## src/rtl/button_parser.sv

```systemverilog
// button_parser: per-channel two-flop synchronizer, tick-sampled debouncer and press edge detector.
// Defining BUTTON_PARSER_RELEASE_EN adds the `released` port carrying one-cycle release pulses.
module button_parser #(
  parameter int WIDTH          = 4,
  parameter int SAMPLE_CNT_MAX = 62_500,
  parameter int PULSE_CNT_MAX  = 200
) (
  input  logic             clk,
  input  logic             rst,
  input  logic [WIDTH-1:0] in,
  output logic [WIDTH-1:0] out
`ifdef BUTTON_PARSER_RELEASE_EN
  ,
  output logic [WIDTH-1:0] released
`endif
);

  localparam int SCW = (SAMPLE_CNT_MAX > 1) ? $clog2(SAMPLE_CNT_MAX) : 1;
  localparam int PCW = $clog2(PULSE_CNT_MAX + 1);
  localparam logic [SCW-1:0] SAMPLE_LAST = SCW'(SAMPLE_CNT_MAX - 1);
  localparam logic [PCW-1:0] PULSE_FULL  = PCW'(PULSE_CNT_MAX);

  logic [WIDTH-1:0] sync_meta;
  logic [WIDTH-1:0] sync_q;
  logic [SCW-1:0]   sample_cnt;
  logic             tick;
  logic [PCW-1:0]   count [WIDTH];
  logic [WIDTH-1:0] debounced;
  logic [WIDTH-1:0] prev;

  always_ff @(posedge clk) begin
    if (rst) begin
      sync_meta <= '0;
      sync_q    <= '0;
    end else begin
      sync_meta <= in;
      sync_q    <= sync_meta;
    end
  end

  // One free-running sample counter paces every channel, so presses that start
  // together saturate on the same tick.
  always_ff @(posedge clk) begin
    if (rst || sample_cnt == SAMPLE_LAST) sample_cnt <= '0;
    else                                  sample_cnt <= sample_cnt + 1'b1;
  end

  assign tick = (sample_cnt == SAMPLE_LAST);

  // A low synced level clears the counter immediately, so any glitch restarts the debounce.
  always_ff @(posedge clk) begin
    for (int i = 0; i < WIDTH; i++) begin
      if (rst || !sync_q[i])                   count[i] <= '0;
      else if (tick && (count[i] < PULSE_FULL)) count[i] <= count[i] + 1'b1;
    end
  end

  always_comb begin
    debounced = '0;
    for (int i = 0; i < WIDTH; i++) debounced[i] = (count[i] == PULSE_FULL);
  end

  always_ff @(posedge clk) begin
    if (rst) begin
      prev <= '0;
      out  <= '0;
    end else begin
      prev <= debounced;
      out  <= debounced & ~prev;
    end
  end

`ifdef BUTTON_PARSER_RELEASE_EN
  always_ff @(posedge clk) begin
    if (rst) released <= '0;
    else     released <= ~debounced & prev;
  end
`endif

endmodule

```

## config.mk

```make
export PLATFORM = sky130hd
export DESIGN_NAME = button_parser
export DESIGN_NICKNAME = d
export VERILOG_FILES = /design/src/rtl/button_parser.sv
export SDC_FILE = /design/constraint.sdc
export NUM_CORES = 1
export LEC_CHECK = 0
export CORE_MARGIN = 4
export CORE_UTILIZATION = 45
export CTS_CLUSTER_DIAMETER = 60
export CTS_CLUSTER_SIZE = 28
export DETAILED_ROUTE_END_ITERATION = 6
export GPL_ROUTABILITY_DRIVEN = 1
export SYNTH_ARGS = -nofsm -noshare
export SYNTH_HDL_FRONTEND = slang
export SYNTH_SLANG_ARGS = --single-unit
export TNS_END_PERCENT = 30
```

## constraint.sdc

```tcl
create_clock -name clk -period 4.49 [get_ports clk]
set_clock_uncertainty 0.05 [all_clocks]
set_input_delay 1.1225 -clock clk [delete_from_list [all_inputs] [get_ports clk]]
set_output_delay 1.1225 -clock clk [all_outputs]
set_load 0.05 [all_outputs]
```

==> results of run 1 <==
==> final timing paths <==
path | end | slack (ns) | startpoint | cells past startpoint
max | count[3][7] | 1.84 | rst | 3
min | out[1] | 0.33 | prev[1] | 1
max reg2reg | count[3][7] | 2.05 | sample_cnt[0] | 4
min reg2reg | out[1] | 0.33 | prev[1] | 1
==> logic make-up after synthesis <==
| logic type | count (synthesis) | synth area share [%] |
|---|---|---|
| AND/OR/NAND/NOR | 145 | 26.5 |
| AO/OA/AOI/OAI | 4 | 0.673 |
| adder cells (fa/ha/maj) | 9 | 3.78 |
| XOR/XNOR | 38 | 11.2 |
| buffers and inverters | 24 | 4.04 |
| flip-flops | 64 | 53.8 |
==> critical path, delay by kind of cell <==
kind | cells | cell delay, ns
buf+inv | 1 | 0.85
simple gates | 1 | 0.12
compound gates | 1 | 0.45
==> flip-flops by register name, summed over array words and instances (netlist names) <==
| signal | cells |
|---|---|
| prev | 4 |
| sync_meta | 4 |
| out | 4 |
| sample_cnt | 16 |
| count | 32 |
| sync_q | 4 |
==> power breakdown <==
part | leakage [nW] | switching [mW] | internal, mW | total [mW]
combinational | 0.422 | 0.0147 | 0.0150 | 0.0296
clock | 0.0794 | 0.193 | 0.215 | 0.408
sequential | 0.643 | 0.0118 | 0.623 | 0.635
total | 1.14 | 0.220 | 0.853 | 1.07
==> metal layers <==
| layer | GRT usage [%] | wire length [µm] | share of wire [%] | vias to the layer above |
|---|---|---|---|---|
| met2 | 20.4 | 2090 | 46 | 27 |
| li1 | - | - | - | 992 |
| met3 | 5.53 | 184 | 4.0 | 4 |
| met5 | 0 | 0 | 0 | - |
| met1 | 16.8 | 2270 | 50 | 889 |
| met4 | 4.47 | 25 | 0.55 | 0 |
==> through the flow <==
step | setup WS [ns] | area (µm²) | instances
floorplan | 2.46 | 2980 | 284
global placement | 1.47 | 3100 | 362
detailed placement | 1.44 | 3100 | 362
CTS | 1.78 | 3260 | 378
global route | 1.62 | 3260 | 378
finish | 1.84 | 3260 | 378
==> placed cells by master (no fill, tap or decap) <==
cell	netlist	layout
nor2b_1	16	16
inv_1	16	16
ha_1	9	9
nor2_2	2	2
or3b_1	4	4
nor2_1	53	53
and4bb_2	1	1
edfxtp_1	32	32
nand4_2	1	1
xnor2_1	18	18
nand4bb_1	4	4
clkdlybuf4s50_1	0	9
nand4_1	5	5
nor4b_2	1	1
xor2_1	20	20
nor3_1	7	7
and3_1	9	9
and2_1	1	1
nand2_1	8	8
clkbuf_8	0	10
nor4b_4	1	1
or2b_1	1	1
dfxtp_1	32	32
nand3_1	22	22
clkinv_1	0	1
o21ai_0	4	4
clkbuf_1	1	5
nor4_1	9	9
==> final cells by class <==
| cell class | count | area [µm²] | share of cell area [%] |
|---|---|---|---|
| well taps | 77 | 96.3 | 2.95 |
| flip-flops and latches | 64 | 1600 | 49.1 |
| repair buffers | 9 | 90.1 | 2.76 |
| inverters | 16 | 60.1 | 1.84 |
| clock inverters | 1 | 3.75 | 0.115 |
| clock buffers | 15 | 156 | 4.79 |
| multi-input cells | 196 | 1250 | 38.4 |
==> key figures, run 1 <==
Route
  – Routed WL: 4570 µm
  – WL/cell: 12.1 µm
  – Router iterations before antenna repair: 4
  – DRC viols: 0
  – Vias per cell: 5.06
  – Via Count: 1912
  – ANT nets after route: 0
  – Initial DRC count: 104

Die
  – Die Ht: 89.3 µm
  – Rows: 29
  – Die ar.: 7980 µm²
  – Initial Util: 46.6%
  – Die width: 89.3 µm
  – I/O Pins: 10
  – Std-Cell Core Area: 6390 µm²

Power
  – Tot Pwr: 1.07 mW
  – Max IR drop VDD: 0.283 mV
  – Power per cell area: 329 nW/µm²
  – P_leak: 1.14 nW

STA
  – Max-slew violations: 0
  – Final setup violation count: 0
  – RSZ-0062 raised after global routing: no
  – Fmax: 377 MHz
  – Final Cycle Share: 59.1%
  – Min cycle time layout: 2.65 ns
  – Worst Max-Slew Pin Slew: 1.13 ns
  – Final hold slack: 0.330 ns
  – Max-slew headroom: 23.9%
  – Count of final hold-check violations: 0
  – Setup TNS Final: 0 ns

Setup path
  – Worst-path cell chain: clkdlybuf4s50_1, nor2b_1, o21ai_0
  – Max incr delay on CP: 0.85 ns
  – Worst EP required: 4.38 ns
  – Worst setup path class: in -> reg
  – Startpoint types: primary input
  – CP max FO: 17
  – CP arrival: 2.55 ns
  – Crit. End Element: flop
  – CP max-delay cell: clkdlybuf4s50_1

Logic synthesis
  – Synth Warn #: 0
  – Post-synth ARST share: 0%
  – Synthesized flop and latch total: 64
  – Synth unique cells: 29
  – Top-area cell type share of the netlist area: 32.3%
  – Synth Cell Area: 2980 µm²
  – Post-Synthesis Cells: 284
  – Most used DFF post-synth: edfxtp_1
  – Post-synthesis area per instance: 10.5 µm²
  – Largest cells by area after synthesis: edfxtp_1 32%, dfxtp_1 22%, nor2_1 6.7%
  – Synth cell count leaders: 53 x nor2_1, 32 x dfxtp_1, 32 x edfxtp_1
  – Post-synthesis sequential area ratio: 53.8%
  – Number of synthesized flops with an enable pin: 32
  – Cell taking the most area after synthesis: edfxtp_1
  – Most numerous cell in the Yosys netlist: nor2_1
  – Mapped Nets: 299

Clock network
  – CTS tree: built
  – # Post-CTS Setup Buffers: 0
  – CTS buffer count: 9
  – CTS clk-pin slew, worst paths: 0.06 ns
  – H-tree levels: 3
  – Clk buf depth: 2
  – Clock Sinks: 64
  – Clock Tree Root: clkbuf_8
  – Post-cts sizing count: 0
  – Clock latency on the worst-skew pair: 0.33 ns
  – Count of hold-fix buffers inserted at cts: 0

Global routing
  – Via count of the first global-routing pass: 1775
  – First-pass GRT wire length: 8010 µm
  – Largest net degree at the start of global routing: 18
  – Overall Global Routing Usage: 13.2%
  – Initial antenna violation count: 0
  – Total gr overflow: 0

Place
  – Port buffer count: 9
  – Placer Congestion: 0.762
  – DP HPWL: 3100 µm

Finish
  – Layout cells sized above 1: 5.32%
  – Final core utilization: 51.1%
  – Area growth, synth to finish: 9.63%
  – Nets: 311
  – Ant diodes: 0
  – Layout fillers: 569

Min path
  – Hold Crit Class: reg -> reg

Outcome
  – Status: complete, no violations

Flow run
  – Max Cap Viol: 0
Power figures use the tool's default switching activity.
==> run 2: changes to the inputs <==
Clock period 4.49 ns to 2.5 ns, I/O delays scaled along.
==> key figures, run 2 (synthesis gave the netlist of run 1 again) <==
Outcome
  – Status: complete, no violations

Finish
  – Area growth, synth to finish: 12.4%
  – Layout cells sized above 1: 8.47% (+3.2 points)
  – Nets: 317 (+1.9%)
  – Layout fillers: 587 (+3.2%)
  – Commonest cells after routing, fill and taps aside: 53 x nor2_1, 32 x edfxtp_1, 32 x dfxtp_1, 22 x nand3_1, 20 x xor2_1
  – FF/Latch Area: 1600 µm² (unchanged)
  – Multi-input gate area: 1250 µm² (unchanged)
  – Commonest non-fill, non-tap cell in the layout: nor2_1
  – Final instance area: 3350 µm² (+2.6%)
  – Ant diodes: 0 (unchanged)
  – Largest regs: count x32, sample_cnt x16
  – Largest register FFs: 32 (unchanged)
  – Most flop-heavy register: count

Global routing
  – Total gr overflow: 0 (unchanged)
  – Initial antenna violation count: 0 (unchanged)
  – Via count of the first global-routing pass: 1775 (unchanged)
  – Largest net degree at the start of global routing: 17 (-1)
  – First-pass GRT wire length: 8140 µm (+1.6%)
  – Overall Global Routing Usage: 13.4% (+0.20 points)

Setup path
  – Worst-path cell chain: clkdlybuf4s50_1
  – CP delay by family, top: buffers and inverters
  – Worst EP required: 1.82 ns (-2.56 ns)
  – Max incr delay on CP: 0.79 ns (-0.06 ns)
  – Worst setup path class: reg -> out
  – Startpoint types: flop
  – WP buf/inv: 1 (unchanged)
  – CP max FO: 1 (-16)
  – CP arrival: 1.43 ns (-1.12 ns)
  – Crit. End Element: output pin
  – CP max-delay cell: clkdlybuf4s50_1

Clock network
  – Clock Tree Root: clkbuf_8
  – CTS buffer count: 9 (unchanged)
  – Clk buf depth: 2 (unchanged)
  – CTS clk-pin slew, worst paths: 0.07 ns (about the same)
  – H-tree levels: 3 (unchanged)
  – Clock Sinks: 64 (unchanged)
  – CTS tree: built
  – Clock latency on the worst-skew pair: 0.33 ns (about the same)
  – # Post-CTS Setup Buffers: 0 (unchanged)
  – Count of hold-fix buffers inserted at cts: 0 (unchanged)
  – Post-cts sizing count: 0 (unchanged)

Die
  – Rows: 29 (unchanged)
  – Die ar.: 7980 µm² (unchanged)
  – Die width: 89.3 µm (unchanged)
  – I/O Pins: 10 (unchanged)
  – Die Ht: 89.3 µm (unchanged)
  – Std-Cell Core Area: 6390 µm² (unchanged)
  – Initial Util: 46.6% (unchanged)

STA
  – Final worst setup slack: 0.395 ns (-1.44 ns)
  – Setup TNS Final: 0 ns (unchanged)
  – Final hold slack: 0.330 ns (-0.000104 ns)
  – Final Cycle Share: 84.2%
  – Count of final hold-check violations: 0 (unchanged)
  – Final setup violation count: 0 (unchanged)
  – Fmax: 475 MHz
  – RSZ-0062 raised after global routing: no
  – Worst Max-Slew Pin Slew: 0.546 ns (-0.583 ns)
  – Min cycle time layout: 2.10 ns
  – Max-slew headroom: 63.6% (+40 points)
  – Max-slew violations: 0 (unchanged)

Place
  – Placer Congestion: 0.788 (+3.4%)
  – Setup WS pre-CTS: 0.195 ns (-1.25 ns)
  – DP HPWL: 3180 µm (+2.7%)
  – Dpl cell area: 3150 µm² (+1.5%)
  – Port buffer count: 9 (unchanged)

Route
  – Router iterations before antenna repair: 5 (+1)
  – WL/cell: 12.3 µm (+1.9%)
  – Routed WL: 4730 µm (+3.5%)
  – Initial DRC count: 67 (-36%)
  – Top sig layer: met4
  – Vias per cell: 4.85 (-4.2%)
  – DRC viols: 0 (unchanged)
  – Wire length on met1: 2410 µm (+6.4%)
  – ANT nets after route: 0 (unchanged)
  – Via Count: 1861 (-2.7%)
  – Met2 wire length: 2090 µm (about the same)
  – Met3 WL post-DR: 105 µm (-43%)

Flow run
  – Max Cap Viol: 0 (unchanged)

Power
  – Power per cell area: 623 nW/µm² (+89%)
  – Max IR drop VDD: 0.429 mV (+52%)
  – P_leak: 1.19 nW (+4.4%)
  – Tot Pwr: 2.08 mW (+94%)

Min path
  – Hold Crit Class: reg -> reg
[run 2: cell count changes in the layout (fill, tap and decap cells not counted)]
cell / before / now
clkbuf_8: 10 / 11
clkinv_2: 0 / 2
bufinv_16: 0 / 1
clkinv_1: 1 / 0
clkbuf_1: 5 / 2
buf_4: 0 / 6
[run 2: layout make-up]
type                    instances  area share (%)
multi-input cells             196            37.5
clock inverters                 3            1.20
clock buffers                  13            4.75
repair buffers                 15            4.04
inverters                      16            1.80
flip-flops and latches         64            47.9
well taps                      77            2.88
[run 2: per-layer routing]
layer | vias to the layer above | global-route usage, %
li1 | 1002 | -
met1 | 833 | 17.8
met2 | 16 | 19.8
met3 | 10 | 3.13
met4 | 0 | 8.12
met5 | - | 0
[run 2: final timing paths]
check | slack, ns | depth (start not counted) | startpoint | to
max | 0.40 | 1 | out[0] | out[0]
min | 0.33 | 1 | prev[2] | out[2]
max reg2reg | 0.45 | 5 | sample_cnt[0] | count[2][4]
min reg2reg | 0.33 | 1 | prev[2] | out[2]
[run 2: worst reg2reg max path, delay by kind of cell (launching register included)]
family	cells	cell delay (ns)
AO/OA/AOI/OAI	1	0.43
adder cells (fa/ha/maj)	1	0.22
buffers and inverters	1	0.24
flip-flops	1	0.37
AND/OR/NAND/NOR	2	0.46
[run 2: stage by stage]
stage	util (%)	cells
2_1_floorplan	-	284
3_3_place_gp	49.3	368
3_5_place_dp	49.3	368
4_1_cts	52.4	384
5_1_grt	52.4	384
6_report	52.4	384
[run 2: report_power, final]
| group | total, mW | internal (mW) | switching, mW |
|---|---|---|---|
| clock network | 0.885 | 0.513 | 0.373 |
| registers | 1.14 | 1.12 | 0.0212 |
| logic | 0.0590 | 0.0310 | 0.0280 |
==> run 3: changes to the inputs <==
Clock period 2.5 ns to 2.09 ns, I/O delays scaled along.
==> key figures, run 3 (synthesis gave the netlist of run 1 again) <==
STA
  – Worst Max-Slew Pin Slew: 0.535 ns (-0.0108 ns)
  – Min cycle time layout: 2.00 ns
  – Max-slew headroom: 64.3% (+0.72 points)
  – Fmax: 499 MHz
  – Max-slew violations: 0 (unchanged)
  – Count of final hold-check violations: 0 (unchanged)
  – Final setup violation count: 0 (unchanged)
  – Final hold slack: 0.333 ns (+0.00286 ns)
  – RSZ-0062 raised after global routing: no
  – Final Cycle Share: 95.9%

Power
  – Power per cell area: 731 nW/µm² (+17%)
  – Net Sw Power: 528 µW (+25%)
  – Switching Share: 21.4% (+1.2 points)
  – Clk pwr share: 41.8% (-0.7 points)
  – Comb power frac: 2.9% (about the same)
  – Max IR drop VDD: 0.553 mV (+29%)
  – Flop pwr share: 55.2% (+0.5 points)
  – P_leak: 1.22 nW (+1.8%)
  – Pint: 1.94 mW (+17%)

Clock network
  – Clock latency on the worst-skew pair: 0.34 ns (about the same)
  – CTS buffer count: 9 (unchanged)
  – H-tree levels: 3 (unchanged)
  – Clk buf depth: 2 (unchanged)
  – # Post-CTS Setup Buffers: 0 (unchanged)
  – CTS clk-pin slew, worst paths: 0.07 ns (about the same)
  – Clock Sinks: 64 (unchanged)
  – CTS tree: built
  – Clock Tree Root: clkbuf_8

Global routing
  – Overall Global Routing Usage: 13.3% (-0.090 points)
  – Initial antenna violation count: 0 (unchanged)
  – First-pass GRT wire length: 8110 µm (-0.34%)
  – Via count of the first global-routing pass: 1786 (+0.62%)
  – Largest net degree at the start of global routing: 17 (unchanged)
  – Total gr overflow: 0 (unchanged)

Finish
  – Multi-input gate area: 1260 µm² (+0.60%)
  – Area growth, synth to finish: 13.5%
  – FF/Latch Area: 1600 µm² (unchanged)
  – Commonest cells after routing, fill and taps aside: 53 x nor2_1, 32 x edfxtp_1, 32 x dfxtp_1, 22 x nand3_1, 20 x xor2_1
  – Final core utilization: 52.9% (+0.49 points)
  – Commonest non-fill, non-tap cell in the layout: nor2_1
  – Ant diodes: 0 (unchanged)
  – Largest regs: count x32, sample_cnt x16
  – Largest register FFs: 32 (unchanged)
  – Most flop-heavy register: count
  – Layout cells sized above 1: 11.0% (+2.5 points)
  – Nets: 320 (+0.95%)
  – Layout Cells excl Fill: 387 (+0.78%)
  – Layout fillers: 583 (-0.68%)

Setup path
  – Crit. End Element: output pin
  – CP delay by family, top: buffers and inverters
  – Startpoint types: flop
  – Worst setup path class: reg -> out
  – CP arrival: 1.43 ns (about the same)
  – Max incr delay on CP: 0.79 ns (about the same)
  – Worst EP required: 1.52 ns (-0.30 ns)
  – CP max-delay cell: clkdlybuf4s50_1
  – CP max FO: 1 (unchanged)
  – WP buf/inv: 1 (unchanged)
  – Worst-path cell chain: clkdlybuf4s50_1

Flow run
  – Max Cap Viol: 0 (unchanged)

Min path
  – Hold Crit Class: reg -> reg

Die
  – Initial Util: 46.6% (unchanged)
  – I/O Pins: 10 (unchanged)
  – Die ar.: 7980 µm² (unchanged)
  – Die width: 89.3 µm (unchanged)
  – Std-Cell Core Area: 6390 µm² (unchanged)
  – Rows: 29 (unchanged)
  – Die Ht: 89.3 µm (unchanged)

Place
  – Port buffer count: 9 (unchanged)
  – Placer Congestion: 0.753 (-4.5%)
  – Placed insts: 371 (+0.82%)
  – DP HPWL: 3160 µm (-0.69%)

Route
  – Routed WL: 4700 µm (-0.70%)
  – ANT nets after route: 0 (unchanged)
  – Router iterations before antenna repair: 4 (-1)
  – DRC viols: 0 (unchanged)
  – Via Count: 1938 (+4.1%)
  – WL/cell: 12.1 µm (-1.5%)
  – Vias per cell: 5.01 (+3.3%)
  – Initial DRC count: 86 (+28%)

Outcome
  – Status: complete, no violations
run 3: area by class of cell:
class / count / share of cell area [%]
multi-input cells: 196 / 37.3
flip-flops and latches: 64 / 47.4
inverters: 16 / 1.78
clock buffers: 12 / 5.22
repair buffers: 18 / 4.67
clock inverters: 4 / 0.704
well taps: 77 / 2.85
run 3: final timing paths:
check	startpoint	end	slack (ns)	depth (start not counted)
max reg2reg	sample_cnt[0]	count[2][2]	0.13	5
min reg2reg	prev[1]	out[1]	0.33	1
max	out[1]	out[1]	0.09	1
min	prev[1]	out[1]	0.33	1
run 3: what timing repair did:
item | 4_1_cts | 5_1_grt
hold buffers | 0 | 0
gates resized for setup | 0 | 3
setup endpoints to repair | 0 | 19
run 3: power groups by stage:
stage | sequential [mW] | clock, mW | combinational [mW]
after floorplan | 1.38 | 0 | 0.0463
after global placement | 1.39 | 0 | 0.0719
after detailed placement | 1.39 | 0 | 0.0730
after CTS | 1.36 | 1.07 | 0.0736
after global routing | 1.37 | 1.14 | 0.0827
final | 1.36 | 1.03 | 0.0724
run 3: layer usage:
layer  share of wire (%)  global-route usage [%]  up-vias
li1                    -                       -     1007
met4                 1.6                    4.33        0
met2                  45                    20.0       28
met5                   0                       0        -
met3                 4.0                    5.90       10
met1                  49                    17.3      893
run 3: stage by stage:
step | setup TNS, ns | cell area, µm² | power, mW | setup slack, ns
finish | 0 | 3380 | 2.47 | 0.0858
global placement | 0 | 3170 | 1.46 | 0.0109
global route | 0 | 3380 | 2.59 | 0.00275
detailed placement | -0.108 | 3170 | 1.46 | -0.0175
CTS | 0 | 3370 | 2.51 | 0.0578
floorplan | 0 | 2980 | 1.43 | 0.0563
